[src/rtl/fetch_queue_if.sv]
// Fetch/decode handshake bundle for the instruction queue.
// The queue side takes the slave modport; the fetch/decode environment drives the master.
interface fetch_queue_if #(
   parameter int DEPTH = 4
);
   localparam int CW = $clog2(DEPTH) + 1;

   logic          flush;
   logic          in_valid;
   logic          in_ready;
   logic [31:0]   in_instr;
   logic [31:0]   in_pc;
   logic          out_valid;
   logic          out_ready;
   logic [31:0]   out_instr;
   logic [31:0]   out_pc;
   logic [CW-1:0] count;

   modport master (
      output flush, in_valid, in_instr, in_pc, out_ready,
      input  in_ready, out_valid, out_instr, out_pc, count
   );

   modport slave (
      input  flush, in_valid, in_instr, in_pc, out_ready,
      output in_ready, out_valid, out_instr, out_pc, count
   );
endinterface

[src/rtl/fetch_queue.sv]
// Circular {pc, instr} buffer between fetch and decode, cleared in one cycle by a redirect flush.
// Entries leave in push order; a pushed entry is visible on out_* one cycle later.
module fetch_queue #(
   parameter int          DEPTH = 4,
   parameter logic [31:0] NOP   = 32'h00000013
) (
   input logic          clk,
   input logic          reset,
   fetch_queue_if.slave fq
);
   localparam int AW = $clog2(DEPTH);
   localparam int CW = AW + 1;

   logic [63:0]   mem_q [DEPTH];
   logic [AW-1:0] wr_ptr_q, wr_ptr_d;
   logic [AW-1:0] rd_ptr_q, rd_ptr_d;
   logic [CW-1:0] count_q, count_d;
   logic          push, pop;
   logic [63:0]   head;

   // Valid/ready: a transfer happens on an edge only when valid and ready are both high
   // in that cycle; valid may be held while ready is low and nothing moves.
   assign fq.in_ready  = (count_q != CW'(DEPTH));
   assign fq.out_valid = (count_q != '0);
   assign push         = fq.in_valid & fq.in_ready;
   assign pop          = fq.out_valid & fq.out_ready;

   assign head         = mem_q[rd_ptr_q];
   assign fq.out_instr = fq.out_valid ? head[31:0]  : NOP;
   assign fq.out_pc    = fq.out_valid ? head[63:32] : 32'h0;
   assign fq.count     = count_q;

   always_comb begin
      wr_ptr_d = wr_ptr_q;
      rd_ptr_d = rd_ptr_q;
      count_d  = count_q;
      if (fq.flush) begin
         wr_ptr_d = '0;
         rd_ptr_d = '0;
         count_d  = '0;
      end else begin
         if (push) wr_ptr_d = wr_ptr_q + 1'b1;
         if (pop)  rd_ptr_d = rd_ptr_q + 1'b1;
         if (push && !pop)      count_d = count_q + 1'b1;
         else if (pop && !push) count_d = count_q - 1'b1;
      end
   end

   always_ff @(posedge clk) begin
      if (reset) begin
         wr_ptr_q <= '0;
         rd_ptr_q <= '0;
         count_q  <= '0;
      end else begin
         wr_ptr_q <= wr_ptr_d;
         rd_ptr_q <= rd_ptr_d;
         count_q  <= count_d;
      end
   end

   // Storage is not reset; a push coinciding with flush or reset is dropped.
   always_ff @(posedge clk) begin
      if (push && !fq.flush && !reset)
         mem_q[wr_ptr_q] <= {fq.in_pc, fq.in_instr};
   end
endmodule

[src/flat_wrapper.sv]
// flat-port wrapper written by rule: the top's interface ports become plain ports
module fetch_queue_flat 
#(
   parameter int          DEPTH = 4,
   parameter logic [31:0] NOP   = 32'h00000013
)
  (clk, reset, fq_flush, fq_in_valid, fq_in_instr, fq_in_pc, fq_out_ready, fq_in_ready, fq_out_valid, fq_out_instr, fq_out_pc, fq_count);
  fetch_queue_if #(.DEPTH(DEPTH)) fq_i ();
  input logic clk;
  input logic reset;
  input wire logic [$bits(fq_i.flush)-1:0] fq_flush;
  input wire logic [$bits(fq_i.in_valid)-1:0] fq_in_valid;
  input wire logic [$bits(fq_i.in_instr)-1:0] fq_in_instr;
  input wire logic [$bits(fq_i.in_pc)-1:0] fq_in_pc;
  input wire logic [$bits(fq_i.out_ready)-1:0] fq_out_ready;
  output wire logic [$bits(fq_i.in_ready)-1:0] fq_in_ready;
  output wire logic [$bits(fq_i.out_valid)-1:0] fq_out_valid;
  output wire logic [$bits(fq_i.out_instr)-1:0] fq_out_instr;
  output wire logic [$bits(fq_i.out_pc)-1:0] fq_out_pc;
  output wire logic [$bits(fq_i.count)-1:0] fq_count;
  assign fq_i.flush = fq_flush;
  assign fq_i.in_valid = fq_in_valid;
  assign fq_i.in_instr = fq_in_instr;
  assign fq_i.in_pc = fq_in_pc;
  assign fq_i.out_ready = fq_out_ready;
  assign fq_in_ready = fq_i.in_ready;
  assign fq_out_valid = fq_i.out_valid;
  assign fq_out_instr = fq_i.out_instr;
  assign fq_out_pc = fq_i.out_pc;
  assign fq_count = fq_i.count;
  fetch_queue #(.DEPTH(DEPTH), .NOP(NOP)) u_core (.clk(clk), .reset(reset), .fq(fq_i));
endmodule
[config.mk]
export PLATFORM = sky130hd
export DESIGN_NAME = fetch_queue_flat
export DESIGN_NICKNAME = d
export VERILOG_FILES = /design/src/rtl/fetch_queue_if.sv /design/src/rtl/fetch_queue.sv /design/src/flat_wrapper.sv
export SDC_FILE = /design/constraint.sdc
export NUM_CORES = 1
export LEC_CHECK = 0
export CORE_ASPECT_RATIO = 0.8
export CORE_MARGIN = 4
export CORE_UTILIZATION = 50
export DETAILED_ROUTE_END_ITERATION = 10
export GPL_TIMING_DRIVEN = 0
export PLACE_DENSITY = 0.83
export SYNTH_ARGS = -nofsm -noshare
export SYNTH_HDL_FRONTEND = slang
export SYNTH_SLANG_ARGS = --single-unit
export TNS_END_PERCENT = 100
[constraint.sdc]
create_clock -name clk -period 5.3 [get_ports clk]
set_input_delay 0.53 -clock clk [delete_from_list [all_inputs] [get_ports clk]]
set_output_delay 0.53 -clock clk [all_outputs]
set_load 0.01 [all_outputs]
==> results by group, run 1 <==
Run status
  – Outcome: complete, no violations

Hold path
  – Hold path cells: 2
  – Min-delay worst type: register to register

Clock tree
  – CTS HTree Levels: 1
  – Post-cts sizing count: 0
  – Clock slew at reported path FFs: 0.06 ns
  – Root Buffer: clkbuf_16
  – Clk Latency, worst-skew pair: 0.52 ns
  – Hold-fix buffers, CTS: 0
  – Post-CTS Setup Bufs: 0
  – Num CTS Buffers: 26
  – Clock Tree Buf Depth: 3
  – Num Clock Sinks: 265
  – CTS tree: yes

Floorplanning
  – Vert. Die Dim: 135 um
  – # IOs: 138
  – Die width: 167 um
  – Initial Util: 50.9%
  – Core area: 19,900 sq um
  – Die ar.: 22,600 sq um
  – Number of core rows: 46

Worst setup path
  – Critical path required time: 4.77 ns
  – Cell Chain, Critical Path: nor3_1, inv_1, clkbuf_1, and2_1, clkdlybuf4s50_1
  – Number of cells on the critical path: 5
  – Worst path arrival time: 2.81 ns
  – Startpoint Class: register
  – CP top delay family: buffers and inverters
  – R2R depth: 9
  – WS Path Type: register to output port
  – Max incr delay on CP: 0.50 ns
  – CP max stage cell: nor3_1
  – Max Fanout on Critical Path: 10
  – Worst Path Buf+Inv: 3
  – Crit. End Element: output port

STA
  – Minimum clock period: 3.34 ns
  – Pins over their slew limit: 0
  – Max Fclk: 0.300 GHz
  – Final setup vio count: 0
  – Clk_skew: 0.0168 ns
  – WHS: 0.519 ns
  – Max_slew headroom: 55.7%
  – Unrepaired setup endpoints after global routing: false
  – Final setup margin: 1.96 ns
  – Part of the cycle the worst path needs: 63.0%
  – Setup_tns: 0 ns
  – Hold Vio Cnt, Final: 0
  – Worst-margin pin slew: 0.665 ns

Final layout
  – Commonest non-fill, non-tap cell in the layout: edfxtp_1
  – Fill count: 1,348
  – Layout cells sized above 1: 19.7%
  – Nets@finish: 699
  – Finished Core Util: 64.2%
  – Final instance area: 12,700 sq um
  – Ant diodes: 0
  – Commonest cells after routing, fill and taps aside: edfxtp_1, clkdlybuf4s50_1, mux4_2
  – Layout area overhead: 26.0%

Synth
  – Yosys warns: 0
  – Yosys top cell by area: edfxtp_1
  – Top cell type's share of synthesized area: 76.0%
  – FF+latch count, synth: 265
  – Mapped Nets: 530
  – Syn avg cell area: 22.2 sq um
  – Netlist cell types: 27
  – Register area share after synthesis: 77.8%
  – Synth Instances: 455
  – Synth Cell Area: 10,100 sq um
  – Area contributors post-synth: edfxtp_1, mux4_2, and2_1

Detailed routing
  – Iter 0 DRT Violations: 292
  – # DRC: 0
  – Routed Wire Length: 18,500 um
  – Via density: 5.32
  – Post-DRT Antenna Nets: 0
  – Vias: 4,807
  – WL/cell: 20.5 um
  – First-pass DRT Iterations: 5

Global route
  – First-pass GRT wire length: 29,300 um
  – Largest net degree at the start of global routing: 36
  – Antenna violations before repair: 0
  – Vias in the first global route: 5,353
  – Gr usage total: 16.5%
  – Grt total ovfl: 0

Place
  – Worst slack, placed: 2.41 ns
  – IO Port Bufs: 137
  – DP HPWL: 11,800 um
  – GP Congestion: 0.735
  – Cell Area, Placed: 11,900 sq um

Power and ir drop
  – Peak VDD IR: 287 uV
  – P per Cell Area: 361 nW/um^2
  – Leak Pwr: 0.00404 uW

Run
  – Max Cap Viol: 0
-- report_power, final --
group | internal [uW] | switching, uW
clock | 1060 | 707
combinational | 272 | 220
sequential | 2330 | 10.9
total | 3660 | 937
-- flip-flops by register name (all words and copies together) (netlist names), named ones only --
signal and flops:
u_core.wr_ptr_q 2, u_core.fq.count 3, u_core.rd_ptr_q 2, u_core.mem_q 256
-- cell usage after synthesis (all sizes together) --
cell type  number
or3             2
mux4           64
nor3            1
edfxtp        256
inv             4
buf            11
o21ai           3
clkbuf         11
nand2           2
or2             4
o31ai           2
and2           62
dfxtp           9
ha              5
nor2            5
or3b            1
a21oi           2
fa              1
mux2i           1
nand4           2
and3            4
xor2            3
-- logic make-up (layout without fill, tap and decap cells) --
group | Yosys count | count (layout) | share of synthesized area [%]
AOI/OAI and AO/OA | 7 | 7 | 0.445
xor gates and xnor gates | 3 | 3 | 0.260
adders and majority gates | 6 | 6 | 0.816
buffers and inverters | 26 | 210 | 1.36
DFF | 265 | 265 | 77.8
muxes | 65 | 65 | 14.3
and+or+nand+nor | 83 | 83 | 5.00
-- final timing paths --
path,from,slack (ns),to
setup / recovery,u_core.fq.count[0],1.96,fq_out_pc[5]
hold / removal,u_core.rd_ptr_q[1],0.52,u_core.rd_ptr_q[1]
setup reg to reg,u_core.fq.count[1],2.93,u_core.fq.count[2]
hold reg to reg,u_core.rd_ptr_q[1],0.52,u_core.rd_ptr_q[1]
-- stage by stage --
stage	total power, uW	std cells
floorplan	2590	455
global placement	2870	856
detailed placement	2880	860
CTS	4650	903
global route	4780	903
finish	4600	903
-- final cells by class --
class	count	area, sq um	share of cell area (%)
buffer	22	123	0.962
clock buffer	30	687	5.39
clock inverter	13	140	1.10
inverter	4	15.0	0.118
multi-input combinational	164	2130	16.7
sequential	265	7870	61.7
tap	264	330	2.59
timing repair buffer	141	1450	11.4
-- tightest hold or removal path: stages (launching register included) --
cell and delay, ns:
dfxtp_1 0.31, o21ai_0 0.07, a21oi_1 0.08
-- routing by layer --
metal | wire length (um) | track usage [%] | vias to the layer above | part of all wire (%)
met5 | 0 | 0 | - | 0
met4 | 294 | 3.41 | 0 | 1.6
met3 | 1150 | 4.40 | 27 | 6.2
met2 | 9340 | 27.6 | 134 | 51
met1 | 7690 | 22.2 | 2463 | 42
li1 | - | - | 2183 | -
Power figures use the tool's default switching activity.
==> inputs of run 2 (changes only) <==
--- a/config.mk
+++ b/config.mk
@@ -7,10 +7,10 @@
 export LEC_CHECK = 0
 export CORE_ASPECT_RATIO = 0.8
 export CORE_MARGIN = 4
-export CORE_UTILIZATION = 50
+export CORE_UTILIZATION = 49
 export DETAILED_ROUTE_END_ITERATION = 10
 export GPL_TIMING_DRIVEN = 0
-export PLACE_DENSITY = 0.83
+export PLACE_DENSITY = 0.84
 export SYNTH_ARGS = -nofsm -noshare
 export SYNTH_HDL_FRONTEND = slang
 export SYNTH_SLANG_ARGS = --single-unit
==> constraint.sdc (replaced) <==
create_clock -name clk -period 2.9 [get_ports clk]
set_input_delay 0.29 -clock clk [delete_from_list [all_inputs] [get_ports clk]]
set_output_delay 0.29 -clock clk [all_outputs]
set_load 0.01 [all_outputs]
==> results by group, run 2 (synthesized netlist as in run 1, its figures left out) <==
Floorplanning
  – Die width: 169 um
  – Number of core rows: 46
  – Core area: 20,000 sq um
  – Die ar.: 23,000 sq um
  – Initial Util: 50.5%
  – Vert. Die Dim: 137 um
  – # IOs: 138

Worst setup path
  – WS Path Type: register to output port
  – Worst path arrival time: 2.54 ns
  – FF-to-FF Start: u_core.fq.count[0]
  – Startpoint Class: register
  – Reg2reg setup slack: 0.58 ns
  – R2R depth: 9
  – Reg-to-Reg End: u_core.fq.count[2]
  – Crit. End Element: output port
  – Max Fanout on Critical Path: 10
  – Critical path required time: 2.61 ns

Hold path
  – Min-delay worst type: input pin to register
  – Hold path cells: 1
  – Hold EP: u_core.mem_q[3][53]
  – Hold Crit Start: fq_in_pc[21]

Detailed routing
  – Vias: 4,939
  – Routed Wire Length: 19,000 um
  – First-pass DRT Iterations: 4
  – # DRC: 0
  – Via density: 5.45
  – Post-DRT Antenna Nets: 0
  – WL/cell: 20.9 um
  – Iter 0 DRT Violations: 396

Clock tree
  – Clock slew at reported path FFs: 0.06 ns
  – CTS HTree Levels: 1
  – CTS tree: yes
  – Num CTS Buffers: 26
  – Clk Latency, worst-skew pair: 0.51 ns
  – Root Buffer: clkbuf_16
  – Hold-fix buffers, CTS: 0
  – Num Clock Sinks: 265
  – Clock Tree Buf Depth: 3

Run status
  – Outcome: complete, no violations

Run
  – Max Cap Viol: 0

Final layout
  – Register Area: 7870 sq um
  – Area of the multi-input gates: 2140 sq um
  – Fill count: 1,355
  – Nets@finish: 699
  – Finished Core Util: 63.9%
  – Biggest register: u_core.mem_q
  – Layout area overhead: 26.6%
  – Commonest cells after routing, fill and taps aside: edfxtp_1, clkdlybuf4s50_1, mux4_2
  – Layout cells sized above 1: 20.4%
  – Non-Filler Instances: 907
  – Max reg flops: 256
  – Commonest non-fill, non-tap cell in the layout: edfxtp_1

Global route
  – First-pass GRT wire length: 29,600 um
  – Grt total ovfl: 0
  – Antenna violations before repair: 0
  – Vias in the first global route: 5,280
  – Gr usage total: 16.7%
  – Largest net degree at the start of global routing: 53

STA
  – WHS: 0.412 ns
  – Clk_skew: 0.0118 ns
  – Hold Vio Cnt, Final: 0
  – Worst-margin pin slew: 0.451 ns
  – Part of the cycle the worst path needs: 97.7%
  – Minimum clock period: 2.83 ns
  – Unrepaired setup endpoints after global routing: true
  – Pins over their slew limit: 0
  – Max Fclk: 0.353 GHz
  – Final setup vio count: 0
  – Max_slew headroom: 69.9%

Power and ir drop
  – Peak VDD IR: 367 uV
  – P per Cell Area: 659 nW/um^2
  – Leak Pwr: 0.00407 uW

Place
  – DP HPWL: 12,200 um
  – GP Congestion: 0.697
  – IO Port Bufs: 137
  – Placed Cells: 860
## run 2: changes by cell type in the layout (fill, tap and decap cells not counted), sizes merged
cell,delta
clkbuf,+2
diode,+1
buf,+1
## run 2: what timing repair did
action / in CTS / in global routing
hold endpoints to repair: 0 / 0
pin swaps: 0 / 0
buffers inserted: 0 / 0
setup endpoints to repair: 60 / 30
resized for setup: 8 / 2
## run 2: how the worst max path moves through the flow
| stage | slack (ns) | depth (start not counted) | startpoint | to |
|---|---|---|---|---|
| final | 0.07 | 5 | register | fq_out_pc[22] |
| after global routing | -0.06 | 5 | register | fq_out_pc[22] |
| after CTS | 0.009 | 5 | register | fq_out_pc[22] |
| after detailed placement | 0.31 | 5 | u_core.fq.count[0] | fq_out_pc[10] |
| after global placement | -0.02 | 4 | fq_in_valid | u_core.mem_q[3][56] |
| after floorplan | 0.66 | 4 | u_core.fq.count[0] | u_core.mem_q[0][0] |
## run 2: critical path, cell delays in order, from the launching register on
cell and delay [ns]:
dfxtp_1 0.31, buf_4 0.24, buf_4 0.28, mux4_2 0.52, and2_1 0.19, clkdlybuf4s50_1 0.48
## run 2: cell type report
cell class / count / share of cell area, %
clock buffers: 33 / 5.45
well taps: 264 / 2.58
plain buffers: 22 / 1.07
flip-flops and latches: 265 / 61.4
multi-input cells: 164 / 16.7
clock inverters: 13 / 1.07
inverters: 4 / 0.117
repair buffers: 141 / 11.6
diodes: 1 / 0.0195
## run 2: through the flow
stage | instance area (sq um) | setup slack [ns] | setup TNS [ns] | total power [uW]
after global routing | 12800 | -0.0592 | -0.526 | 8740
after floorplan | 10100 | 0.661 | 0 | 4740
final | 12800 | 0.0656 | 0 | 8440
after global placement | 11800 | -0.0162 | -2.36 | 5230
after CTS | 12800 | 0.00903 | 0 | 8530
after detailed placement | 11900 | 0.312 | 0 | 5260
## run 2: metal layers
metal | GRT usage (%) | wire length, um | vias to the layer above
met5 | 0 | 0 | -
met4 | 3.79 | 369 | 0
met3 | 3.70 | 1210 | 32
met2 | 28.7 | 9640 | 162
met1 | 22.2 | 7780 | 2552
li1 | - | - | 2193
## run 2: power breakdown
part,switching [uW],internal (uW),total (uW),leakage (uW)
Clock,1310,1960,3270,0.000400
Sequential,20.2,4250,4270,0.00239
Combinational,399,503,903,0.00129
